<file path="src/rtl/adder_seq_ctrl_if.sv">
// rtl/adder_seq_ctrl_if.sv - operand, slice and result bus for adder_seq_ctrl
// The sub port exists only when ADDER_SEQ_SUB_EN is defined.
interface adder_seq_ctrl_if #(
  parameter int WIDTH = 32
);
  logic             in_valid;
  logic             in_ready;
  logic [WIDTH-1:0] a;
  logic [WIDTH-1:0] b;
  logic             cin;
`ifdef ADDER_SEQ_SUB_EN
  logic             sub;
`endif
  logic [3:0]       slice_r1;
  logic [3:0]       slice_r2;
  logic             slice_ci;
  logic [3:0]       slice_result;
  logic             slice_carry;
  logic             out_valid;
  logic             out_ready;
  logic [WIDTH-1:0] sum;
  logic             cout;
  logic             ovf;

  // master: CPU execute stage plus the shared 4-bit adder
  modport master (
    output in_valid, a, b, cin,
`ifdef ADDER_SEQ_SUB_EN
    output sub,
`endif
    input  in_ready,
    input  slice_r1, slice_r2, slice_ci,
    output slice_result, slice_carry,
    input  out_valid, sum, cout, ovf,
    output out_ready
  );

  modport slave (
    input  in_valid, a, b, cin,
`ifdef ADDER_SEQ_SUB_EN
    input  sub,
`endif
    output in_ready,
    output slice_r1, slice_r2, slice_ci,
    input  slice_result, slice_carry,
    output out_valid, sum, cout, ovf,
    input  out_ready
  );
endinterface

</file>
<file path="src/rtl/adder_seq_ctrl.sv">
// rtl/adder_seq_ctrl.sv - WIDTH-bit add sequenced through one external 4-bit adder slice
// Optional subtract mode enabled by defining ADDER_SEQ_SUB_EN.
module adder_seq_ctrl #(
  parameter int WIDTH = 32
) (
  input logic             clk,
  input logic             rst,
  adder_seq_ctrl_if.slave bus
);
  localparam int NSLICE = WIDTH / 4;
  localparam int IDX_W  = $clog2(NSLICE);

  typedef enum logic [1:0] {IDLE, RUN, DONE} state_t;

  state_t           state, state_nxt;
  logic [IDX_W-1:0] idx;
  logic [WIDTH-1:0] a_sh, b_sh, sum_r;
  logic [WIDTH-5:0] sum_sh;
  logic             carry, sa, sb, cout_r, ovf_r;
  logic             accept, last_step, sub_sel;
  logic [WIDTH-1:0] b_eff;

`ifdef ADDER_SEQ_SUB_EN
  assign sub_sel = bus.sub;
`else
  assign sub_sel = 1'b0;
`endif

  assign b_eff     = sub_sel ? ~bus.b : bus.b;
  assign accept    = (state == IDLE) && bus.in_valid;
  assign last_step = (state == RUN) && (idx == IDX_W'(NSLICE - 1));

  always_ff @(posedge clk or posedge rst) begin
    if (rst) state <= IDLE;
    else     state <= state_nxt;
  end

  always_comb begin
    state_nxt = state;
    case (state)
      IDLE:    if (bus.in_valid) state_nxt = RUN;
      RUN:     if (last_step)    state_nxt = DONE;
      DONE:    if (bus.out_ready) state_nxt = IDLE;
      default: state_nxt = IDLE;
    endcase
  end

  always_ff @(posedge clk or posedge rst) begin
    if (rst) begin
      idx    <= '0;
      a_sh   <= '0;
      b_sh   <= '0;
      sum_sh <= '0;
      sum_r  <= '0;
      carry  <= 1'b0;
      sa     <= 1'b0;
      sb     <= 1'b0;
      cout_r <= 1'b0;
      ovf_r  <= 1'b0;
    end else if (accept) begin
      a_sh  <= bus.a;
      b_sh  <= b_eff;
      carry <= sub_sel ? 1'b1 : bus.cin;
      idx   <= '0;
      sa    <= bus.a[WIDTH-1];
      sb    <= b_eff[WIDTH-1];
    end else if (state == RUN) begin
      // Completed nibbles enter from the top; after NSLICE-1 steps nibble 0 sits at bit 0.
      sum_sh <= (WIDTH-4)'({bus.slice_result, sum_sh} >> 4);
      a_sh   <= a_sh >> 4;
      b_sh   <= b_sh >> 4;
      carry  <= bus.slice_carry;
      idx    <= idx + 1'b1;
      if (last_step) begin
        sum_r  <= {bus.slice_result, sum_sh};
        cout_r <= bus.slice_carry;
        ovf_r  <= (sa == sb) && (bus.slice_result[3] != sa);
      end
    end
  end

  assign bus.in_ready  = (state == IDLE);
  assign bus.out_valid = (state == DONE);
  assign bus.slice_r1  = (state == RUN) ? a_sh[3:0] : 4'h0;
  assign bus.slice_r2  = (state == RUN) ? b_sh[3:0] : 4'h0;
  assign bus.slice_ci  = (state == RUN) ? carry : 1'b0;
  assign bus.sum       = sum_r;
  assign bus.cout      = cout_r;
  assign bus.ovf       = ovf_r;
endmodule

</file>
<file path="src/flat_wrapper.sv">
// flat-port wrapper written by rule: the top's interface ports become plain ports
module adder_seq_ctrl_flat 
#(
  parameter int WIDTH = 32
)
  (clk, rst, bus_in_valid, bus_a, bus_b, bus_cin, bus_in_ready, bus_slice_r1, bus_slice_r2, bus_slice_ci, bus_slice_result, bus_slice_carry, bus_out_valid, bus_sum, bus_cout, bus_ovf, bus_out_ready);
  adder_seq_ctrl_if #(.WIDTH(WIDTH)) bus_i ();
  input logic clk;
  input logic rst;
  input wire logic [$bits(bus_i.in_valid)-1:0] bus_in_valid;
  input wire logic [$bits(bus_i.a)-1:0] bus_a;
  input wire logic [$bits(bus_i.b)-1:0] bus_b;
  input wire logic [$bits(bus_i.cin)-1:0] bus_cin;
  output wire logic [$bits(bus_i.in_ready)-1:0] bus_in_ready;
  output wire logic [$bits(bus_i.slice_r1)-1:0] bus_slice_r1;
  output wire logic [$bits(bus_i.slice_r2)-1:0] bus_slice_r2;
  output wire logic [$bits(bus_i.slice_ci)-1:0] bus_slice_ci;
  input wire logic [$bits(bus_i.slice_result)-1:0] bus_slice_result;
  input wire logic [$bits(bus_i.slice_carry)-1:0] bus_slice_carry;
  output wire logic [$bits(bus_i.out_valid)-1:0] bus_out_valid;
  output wire logic [$bits(bus_i.sum)-1:0] bus_sum;
  output wire logic [$bits(bus_i.cout)-1:0] bus_cout;
  output wire logic [$bits(bus_i.ovf)-1:0] bus_ovf;
  input wire logic [$bits(bus_i.out_ready)-1:0] bus_out_ready;
  assign bus_i.in_valid = bus_in_valid;
  assign bus_i.a = bus_a;
  assign bus_i.b = bus_b;
  assign bus_i.cin = bus_cin;
  assign bus_in_ready = bus_i.in_ready;
  assign bus_slice_r1 = bus_i.slice_r1;
  assign bus_slice_r2 = bus_i.slice_r2;
  assign bus_slice_ci = bus_i.slice_ci;
  assign bus_i.slice_result = bus_slice_result;
  assign bus_i.slice_carry = bus_slice_carry;
  assign bus_out_valid = bus_i.out_valid;
  assign bus_sum = bus_i.sum;
  assign bus_cout = bus_i.cout;
  assign bus_ovf = bus_i.ovf;
  assign bus_i.out_ready = bus_out_ready;
  adder_seq_ctrl #(.WIDTH(WIDTH)) u_core (.clk(clk), .rst(rst), .bus(bus_i));
endmodule
</file>
<file path="config.mk">
export PLATFORM = sky130hd
export DESIGN_NAME = adder_seq_ctrl_flat
export DESIGN_NICKNAME = d
export VERILOG_FILES = /design/src/rtl/adder_seq_ctrl_if.sv /design/src/rtl/adder_seq_ctrl.sv /design/src/flat_wrapper.sv
export SDC_FILE = /design/constraint.sdc
export NUM_CORES = 1
export LEC_CHECK = 0
export BUFFER_PORTS_ARGS = -buffer_cell sky130_fd_sc_hd__buf_4
export CAP_MARGIN = 10
export CORE_UTILIZATION = 50
export DETAILED_ROUTE_END_ITERATION = 10
export GPL_TIMING_DRIVEN = 0
export PLACE_DENSITY = 0.72
export SLEW_MARGIN = 10
export SYNTH_ARGS = -nofsm -noshare
export SYNTH_HDL_FRONTEND = slang
export SYNTH_SLANG_ARGS = --single-unit
</file>
<file path="constraint.sdc">
create_clock -name clk -period 12.06 [get_ports clk]
set_clock_uncertainty 0.1 [all_clocks]
set_input_delay 0.603 -clock clk [delete_from_list [all_inputs] [get_ports clk]]
set_output_delay 0.603 -clock clk [all_outputs]
set_load 0.01 [all_outputs]
</file>
# Word level (Yosys, flattened, before mapping)
# Index checks and enable logic that the tools add are counted.
# W data, S select, Z words.
[classes]
addsub = 1
multipliers = 0
n_div = 0
magnitude_cmp = 0
n_eq_ne = 8
n_shift = 0
mux = 15
n_bitwise = 1
n_reduce_logical = 8
[op_table]
columns = ["operator", "count"]
rows = [
  ["$mux W32", 4],
  ["$mux W4", 2],
  ["$mux W2", 3],
  ["$mux W3", 2],
  ["$pmux W2 S3", 1],
  ["$reduce_and A3 Y1", 2],
  ["$ne A2 B1 Y1 const B", 2],
  ["$add A3 B1 Y3 const B", 1],
  ["$eq A3 B3 Y1 const B", 1],
  ["$logic_and A1 B1 Y1", 3],
  ["$mux W1", 3],
  ["$eq A2 B1 Y1 const B", 1],
  ["$eq A2 B2 Y1 const B", 1],
  ["$logic_not A2 Y1", 1],
  ["$ne A2 B2 Y1 const B", 1],
  ["$reduce_and A2 Y1", 1],
  ["$reduce_bool A2 Y1", 1],
  ["$eq A1 B1 Y1", 1],
  ["$ne A1 B1 Y1", 1],
  ["$not A1 Y1", 1],
]
[word_totals]
regBits = 134
latchBits = 0
ram_bits = 0
romBits = 0
input_bits = 74
output_inout_bits = 45
wordCells = 44
n_memories = 0

# Longest topological paths before layout
# Gate-level depths: netlist (run 1).
[logic_depth]
depth_word = 4
ltp_mapped = 7
depth_no_buf = 5

# Least setup slack after synthesis (run 1)
# No wires, ideal clock.
[synth_timing]
kind = "flip-flop to output port"
start = "register u_core.state[0]"
end = "output bus_slice_r1[0]"
t_arrival_ps = 1004
required_time_ps = 11357
path_slack_ps = 10353
path_stages_with_launch = 5
path_buffers = 2
path_cell_list = "dfrtp_1 -> nor2b_1 -> buf_2 -> clkbuf_2 -> and2_1"
[synth_via]
elab_chain_cells = 2
[synth_rtl]
columns = ["element", "line_no", "text"]
rows = [
  ["start: declaration", "adder_seq_ctrl.sv:15", "state_t state, state_nxt;"],
  ["start signal: assignment", "adder_seq_ctrl.sv:35", "else state <= state_nxt;"],
  ["$eq A2 B1 Y1", "adder_seq_ctrl.sv:84", "assign bus.slice_r1 = (state == RUN) ? a_sh[3:0] : 4'h0;"],
  ["$mux W4", "adder_seq_ctrl.sv:84", ""],
  ["end: declaration", "flat_wrapper.sv:15", "output wire logic [$bits(bus_i.slice_r1)-1:0] bus_slice_r1;"],
]
# Every way passes these cells.

# Worst setup path after layout (run 1)
[layout_timing]
start = "register u_core.state[0]"
end = "output bus_slice_r1[2]"
# The elaborated chain is that of the path after synthesis.

==> results of run 1 <==
[cell usage in the layout (no fill, tap or decap), types with 6 or more instances in the layout]
master	netlist	layout
clkbuf_16	0	16
mux2_4	27	27
buf_2	21	21
a22oi_1	53	53
mux2_2	6	6
nand2_1	212	212
buf_6	7	7
and2_1	9	9
buf_4	3	121
dfrtp_1	134	134
o21ai_0	10	10
[worst min path at each step]
stage | endpoint | slack (ns) | cells after the start
2_1_floorplan | u_core.carry$_DFFE_PP0P_ | 0.34 | 2
3_3_place_gp | u_core.b_sh[0]$_DFFE_PP0P_ | 0.35 | 2
3_5_place_dp | u_core.a_sh[3]$_DFFE_PP0P_ | 0.36 | 2
4_1_cts | u_core.a_sh[1]$_DFFE_PP0P_ | 0.05 | 2
5_1_grt | u_core.a_sh[2]$_DFFE_PP0P_ | 0.06 | 2
6_report | u_core.a_sh[1]$_DFFE_PP0P_ | 0.05 | 2
[power by group]
group,total [mW],internal [mW],switching [mW]
logic,0.671,0.331,0.341
registers,0.774,0.648,0.125
clock network,0.562,0.375,0.187
total,2.01,1.35,0.653
[per-stage QoR]
stage          hold WS, ns  area (um^2)
2_1_floorplan       0.3376         5553
3_3_place_gp        0.3507         6614
3_5_place_dp        0.3568         6646
4_1_cts            0.04959         7301
5_1_grt            0.06137         7301
6_report           0.04565         7301
[metal layers]
metal	share of wire (%)	wire length [um]
met2	50	6175
met5	0	0
met3	5.7	696
met4	0.64	79
met1	44	5355
[final cells by class]
class / instances / area share [%]
Sequential cell: 134 / 45.93
Buffer: 34 / 2.999
Clock buffer: 22 / 6.341
Tap cell: 140 / 2.399
Inverter: 2 / 0.1714
Timing Repair Buffer: 119 / 12.51
Clock inverter: 10 / 2.622
Multi-Input combinational cell: 343 / 27.03
[worst reg2reg max path, stage by stage (launching register included)]
cell and delay (ns):
dfrtp_1 0.39, ha_1 0.20, ha_1 0.20, nand3b_1 0.10, buf_6 0.18, buf_6 0.20
mux2_4 0.32
[registers in the layout, indices dropped and copies added (netlist names)]
signal and flops:
u_core.state 2, u_core.sa 1, u_core.bus.ovf 1, u_core.idx 3, u_core.b_sh 32, u_core.a_sh 32, u_core.carry 1, u_core.bus.cout 1
u_core.sum_sh 28, u_core.bus.sum 32, u_core.sb 1
[cells by family (layout without fill, tap and decap cells)]
kind of cell / Yosys count / after routing / share of synthesized area [%]
compound gates: 73 / 73 / 9.193
fa+ha+maj: 2 / 2 / 0.4506
buf+inv: 36 / 187 / 4.078
flops: 134 / 134 / 60.39
mux: 39 / 39 / 9.644
simple gates: 229 / 229 / 16.25
==> metrics.md, run 1 <==
| Metric | Value |
|---|---|
| Top cell type's share of synthesized area | 60.39% |
| Number of max-slew violations in the final report | 0 |
| Top FF cell, synth | dfrtp_1 |
| Endpoint required time on the critical path | 11.36 ns |
| Clock Path Buffers | 2 |
| Crit start category | flip-flop |
| Reg area | 0.003353 mm^2 |
| Routing usage on met2 | 36.82% |
| Drt first pass iters | 4 |
| CTS H-tree depth | 4 |
| Final Hold Fails | 0 |
| Most area-hungry cell type in the Yosys netlist | dfrtp_1 |
| Fillers | 838 |
| Number of buffers added on ports | 118 |
| Post-synthesis cell count | 513 |
| Syn Std Cell Area | 0.005553 mm^2 |
| Combined buffer and inverter count along the critical path | 3 |
| Slew at the pin closest to its max-slew limit | 0.5420 ns |
| Post-Place Worst Slack | 10.04 ns |
| Outcome | finished, final reports clean |
| Starting utilization of the core area | 51.22% |
| Footprint of the multi-input gates | 0.001973 mm^2 |
| Post-DP HPWL | 8.578 mm |
| FF-to-FF setup slack | 10.24 ns |
| Routing usage on met1 | 29.93% |
| Met3 Track Usage GR | 7.627% |
| CP startpoint | u_core.state[0]$_DFFE_PP0P_ |
| I/O pin cnt | 119 |
| Clock transition at path regs | 0.06 ns |
| Share of cells above drive strength 1 | 32.38% |
| Wire length of the first global-routing pass | 20.31 mm |
| Vertical extent of the die | 107.4 um |
| Arrival time worst endpoint | 1.85 ns |
| Clock period minus worst slack | 2.551 ns |
| Antenna Diode Count | 0 |
| Cell at the slowest stage of the critical path | dfrtp_1 |
| Number of cells on the critical path | 5 |
| Core Area | 0.01084 mm^2 |
| Average vias per placed instance | 5.136 |
| Area contributors post-synth | dfrtp_1 60%, nand2_1 14%, mux2_4 7.3%, a22oi_1 7.2%, buf_2 1.9% |
| Clock tree sinks | 134 |
| DRC viols | 0 |
| Worst slew margin relative to its limit | 63.87% |
| Most common library cells after synthesis | 212 x nand2_1, 134 x dfrtp_1, 53 x a22oi_1, 27 x mux2_4, 21 x buf_2 |
| Number of synthesized flops with an enable pin | 0 |
| Post-detailed-route wirelength per cell | 15.31 um |
| Family with the most delay on the worst path | buffers and inverters |
| Number of buffers created by CTS | 17 |
| Number of hold-repair buffers added at the cts stage | 0 |
| Busiest metal layer after global routing | met2 |
| Crit-path max cell delay | 0.43 ns |
| Timing-limited maximum frequency | 0.3921 GHz |
| Via Count | 4,129 |
| Worst hold path type | in -> async |
| Critical Path End | bus_slice_r1[2] |
| Post-synthesis sequential element count | 134 |
| Number of buffers added for setup after CTS | 0 |
| Static power due to leakage | 3.904 nW |
| Placer's final routability congestion estimate | 0.7650 |
| Crit end category | primary output |
| Total overflow reported by the global router | 0 |
| Final layout net count | 727 |
| Layout Area Growth over Synthesis | 31.48% |
| Routed Wire Length | 12.31 mm |
| Max rail drop VDD | 0.0001336 V |
| Number of maximum-capacitance constraint violations | 0 |
| Worst flop-to-flop path startpoint | u_core.idx[0]$_DFFE_PP0P_ |
| All-Layer GR Usage | 23.17% |
| Number of DRC markers in iteration 0 | 279 |
| Die span in x | 107.4 um |
| Number of global-route vias before repair | 4,232 |
| Final Util | 67.35% |
| Cell area power density | 274.9 mW/mm^2 |
| RSZ-0062 raised after global routing | false |
| Later-pin clock latency in the skew report | 0.52 ns |
| Root cell of the clock tree | clkbuf_8 |
| Average cell area after synthesis | 10.82 um^2 |
| Largest fanout of any net on the critical path | 10 |
| RR Endpoint | u_core.bus.sum[23]$_DFFE_PP0P_ |
| Area of the die | 0.01153 mm^2 |
| Post-Syn Nets | 589 |
| Warnings from Yosys | 0 |
| Number of cells upsized or downsized after cts | 0 |
| Path depth of the worst reg2reg path | 6 |
| Number of non-filler instances in the completed layout | 804 |
| Row count | 38 |
| Final ANT Viol Nets | 0 |
| Initial antenna violation count | 0 |
| Share of the clock period used by the worst path after layout | 21.15% |
| Maximum number of pins on one net before global-route repair | 77 |
| Share of synthesized registers carrying an async set or reset | 100.0% |
| Sequential fraction of the synthesis area | 60.39% |
| Final setup violating endpoints | 0 |
| Most frequent cell after synthesis | nand2_1 |
| TritonCTS clock tree | built |
| Sum Neg Setup Slack | 0 ns |
| Classification of the worst setup path | reg -> out |
| Number of distinct library cells after synthesis | 26 |
| Number of placed instances, taps included | 772 |
| Final worst setup slack | 9.509 ns |
| Overall power of the completed layout | 2.007 mW |
| Critical Path, Cell by Cell | nor2b_1 -> buf_2 -> clkbuf_2 -> and2_1 -> buf_4 |
Note: power is estimated with default switching activity, not from simulation.
==> inputs of run 2 (changes only) <==
- ABC_AREA: unset -> 1
- CORE_UTILIZATION: 50 -> 49
- PLACE_DENSITY: 0.72 -> 0.74
- clock period: 12.06 -> 2.2 ns (I/O delays scaled with it)
==> run 2 against run 1 <==
  * Global-route usage rose by 4.3 points
  * Worst hold slack improved by 0.024 ns
  * Final cell count rose by 29%
  * Non-clock buffer count rose by 82
  * Synthesized cell count rose by 32%
  * Area after synthesis rose by 2.5%
  * Worst setup slack got worse by 9.1 ns
  * Largest power group unchanged
  * Count of clock-buffer cells in the layout fell by 3
  * Critical path type unchanged
  * Total power rose to 5.5 times the previous value
  * Register-to-register slack got worse by 9.7 ns
==> metrics.md, run 2 <==
| Metric | Value |
|---|---|
| Worst hold path type | in -> async |
| Number of synthesized flops with an enable pin | 0 (unchanged) |
| Share of the clock period used by the worst path after layout | 81.00% |
| Cell area power density | 1329 mW/mm^2 (+380%) |
| Final setup violating endpoints | 0 (unchanged) |
| Share of synthesized registers carrying an async set or reset | 100.0% (unchanged) |
| Area of the die | 0.01205 mm^2 (+4.5%) |
| Final Util | 74.40% (+7.0 points) |
| Share of cells above drive strength 1 | 21.56% (-11 points) |
| I/O pin cnt | 119 (unchanged) |
| Antenna Diode Count | 0 (unchanged) |
| Routed Wire Length | 15.28 mm (+24%) |
| Post-DP HPWL | 9.576 mm (+12%) |
| Crit end category | primary output |
| Number of DRC markers in iteration 0 | 354 (+27%) |
| CTS H-tree depth | 4 (unchanged) |
| Clock period minus worst slack | 1.782 ns |
| Layout Area Growth over Synthesis | 44.77% |
| Most area-hungry cell type in the Yosys netlist | dfrtp_1 |
| Post-synthesis sequential element count | 134 (unchanged) |
| Path depth of the worst reg2reg path | 7 (+1) |
| Drt first pass iters | 5 (+1) |
| Outcome | finished, final reports clean |
| Area contributors post-synth | dfrtp_1 59%, nand2_1 22%, nand3_1 11%, buf_2 1.8%, buf_6 1.8% |
| Most used cells in the layout excluding fill and tap cells | 332 x nand2_1, 134 x dfrtp_1, 121 x nand3_1, 121 x buf_4, 72 x dlygate4sd3_1 |
| Crit-path max cell delay | 0.37 ns (-0.06 ns) |
| RR Endpoint | u_core.b_sh[15]$_DFFE_PP0P_ |
| Static power due to leakage | 4.347 nW (+11%) |
| Core Area | 0.01108 mm^2 (+2.2%) |
| Sequential fraction of the synthesis area | 58.90% (-1.5 points) |
| Final Hold Fails | 0 (unchanged) |
| Arrival time worst endpoint | 1.57 ns (-0.28 ns) |
| Number of non-filler instances in the completed layout | 1,040 (+29%) |
| Root cell of the clock tree | clkbuf_16 |
| Average vias per placed instance | 5.106 (-0.58%) |
| Leading cell type in the layout, fill and taps excluded | nand2_1 |
| FF-to-FF setup slack | 0.51 ns (-9.73 ns) |
| Clock Path Buffers | 2 (unchanged) |
| Initial antenna violation count | 0 (unchanged) |
| Timing-limited maximum frequency | 0.5612 GHz |
| Clock tree sinks | 134 (unchanged) |
| Most frequent cell after synthesis | nand2_1 |
| Number of placed instances, taps included | 937 (+21%) |
| Most common library cells after synthesis | 332 x nand2_1, 134 x dfrtp_1, 121 x nand3_1, 21 x buf_2, 18 x inv_1 |
| Row count | 38 (unchanged) |
| Footprint of the multi-input gates | 0.002002 mm^2 (+1.5%) |
| DRC viols | 0 (unchanged) |
| Crit start category | flip-flop |
| Sum Neg Setup Slack | 0 ns (unchanged) |
| Wire length of the first global-routing pass | 25.01 mm (+23%) |
| Classification of the worst setup path | reg -> out |
| Number of max-slew violations in the final report | 0 (unchanged) |
| Die span in x | 109.8 um (+2.2%) |
| Critical Path, Cell by Cell | buf_6 -> nor2_1 -> buf_4 -> buf_6 -> buf_4 |
| Final ANT Viol Nets | 0 (unchanged) |
| Cell at the slowest stage of the critical path | dfrtp_1 |
| RSZ-0062 raised after global routing | false |
| Worst flop-to-flop path startpoint | u_core.state[1]$_DFFE_PP0P_ |
| Post-Syn Nets | 751 (+28%) |
| Post-detailed-route wirelength per cell | 14.69 um (-4.0%) |
| Number of maximum-capacitance constraint violations | 0 (unchanged) |
| Number of global-route vias before repair | 5,275 (+25%) |
| Maximum number of pins on one net before global-route repair | 39 (-49%) |
| Average cell area after synthesis | 8.434 um^2 (-22%) |
| Worst slew margin relative to its limit | 66.35% (+2.5 points) |
| Endpoint required time on the critical path | 1.99 ns (-9.37 ns) |
| Vertical extent of the die | 109.8 um (+2.2%) |
| Post-synthesis cell count | 675 (+32%) |
| Via Count | 5,310 (+29%) |
| Later-pin clock latency in the skew report | 0.41 ns (-0.11 ns) |
| Starting utilization of the core area | 51.39% (+0.17 points) |
| TritonCTS clock tree | built |
| Total overflow reported by the global router | 0 (unchanged) |
| Number of buffers added on ports | 118 (unchanged) |
| Reg area | 0.003353 mm^2 (unchanged) |
| All-Layer GR Usage | 27.46% (+4.3 points) |
| Fillers | 766 (-8.6%) |
| Number of distinct library cells after synthesis | 17 (-35%) |
| Clock transition at path regs | 0.06 ns (about the same) |
| Number of buffers created by CTS | 17 (unchanged) |
| Final layout net count | 963 (+32%) |
| Syn Std Cell Area | 0.005693 mm^2 (+2.5%) |
| Warnings from Yosys | 0 (unchanged) |
| Top FF cell, synth | dfrtp_1 |
| Slew at the pin closest to its max-slew limit | 0.5048 ns (-0.03722 ns) |
| Number of buffers added for setup after CTS | 0 (unchanged) |
| Top cell type's share of synthesized area | 58.90% (-1.5 points) |
| Largest fanout of any net on the critical path | 10 (unchanged) |
| Placer's final routability congestion estimate | 0.8251 (+7.9%) |
| Max rail drop VDD | 0.0008117 V (+510%) |
[run 2: cell types whose count changed after synthesis, moves of 10 or more]
cell     delta
nor2_1     +10
inv_1      +16
nand2_1   +120
mux2_4     -27
nand3_1   +121
a22oi_1    -53
[run 2: critical path: cells and delay by family (launching register included)]
| kind | cells | cell delay [ns] |
|---|---|---|
| buffers and inverters | 4 | 0.66 |
| DFF | 1 | 0.37 |
| and+or+nand+nor | 1 | 0.13 |
[run 2: worst max path at each step]
stage                                start                           to  slack, ns  cells past startpoint
6_report       u_core.state[0]$_DFFE_PP0P_                 bus_in_ready       0.42                      5
5_1_grt        u_core.state[0]$_DFFE_PP0P_                 bus_in_ready       0.32                      5
4_1_cts        u_core.state[1]$_DFFE_PP0P_              bus_slice_r2[0]       0.12                      5
3_5_place_dp   u_core.state[0]$_DFFE_PP0P_              bus_slice_r2[0]       0.57                      5
3_3_place_gp                           rst  u_core.a_sh[10]$_DFFE_PP0P_      -0.44                      2
2_1_floorplan                          rst   u_core.a_sh[0]$_DFFE_PP0P_       0.32                      1
[run 2: cells by family after synthesis]
| group | count (synthesis) | share of synthesized area (%) |
|---|---|---|
| simple gates | 468 | 33.82 |
| flops | 134 | 58.90 |
| buf+inv | 62 | 5.934 |
| compound gates | 9 | 0.9011 |
| fa+ha+maj | 2 | 0.4395 |
[run 2: where the power goes]
part	internal, mW	switching, mW
clock network	2.18	1.07
registers	3.47	0.639
logic	1.54	2.05
[run 2: cell type report]
cell class / count / area share (%)
plain buffers: 41 / 3.143
inverters: 20 / 0.9564
multi-input cells: 479 / 24.29
well taps: 140 / 2.125
flip-flops and latches: 134 / 40.69
repair buffers: 194 / 20.56
clock buffers: 19 / 5.496
clock inverters: 13 / 2.748
[run 2: per-layer routing]
layer	global-route usage, %	vias up	routed length [um]
met2	45.89	225	7514
met3	5.276	39	813
met4	11.43	0	385
li1	-	2550	-
met5	0	-	0
met1	34.94	2496	6568
[run 2: stage by stage]
step	total power [mW]	worst slack (ns)	hold slack [ns]	instance area, um^2
final	10.95	0.4180	0.06957	8242
after global routing	11.63	0.3242	0.07967	8242
after CTS	10.93	0.1230	0.07526	8245
after detailed placement	7.562	0.5692	-0.04677	6845
after global placement	7.390	-0.4372	0.2223	6758
after floorplan	6.212	0.3248	0.1082	5697
[run 2: what timing repair did]
action,4_1_cts,5_1_grt
endpoints found under the hold margin,156,0
hold buffers,72,0
resized for setup,0,0
setup endpoints to repair,0,1
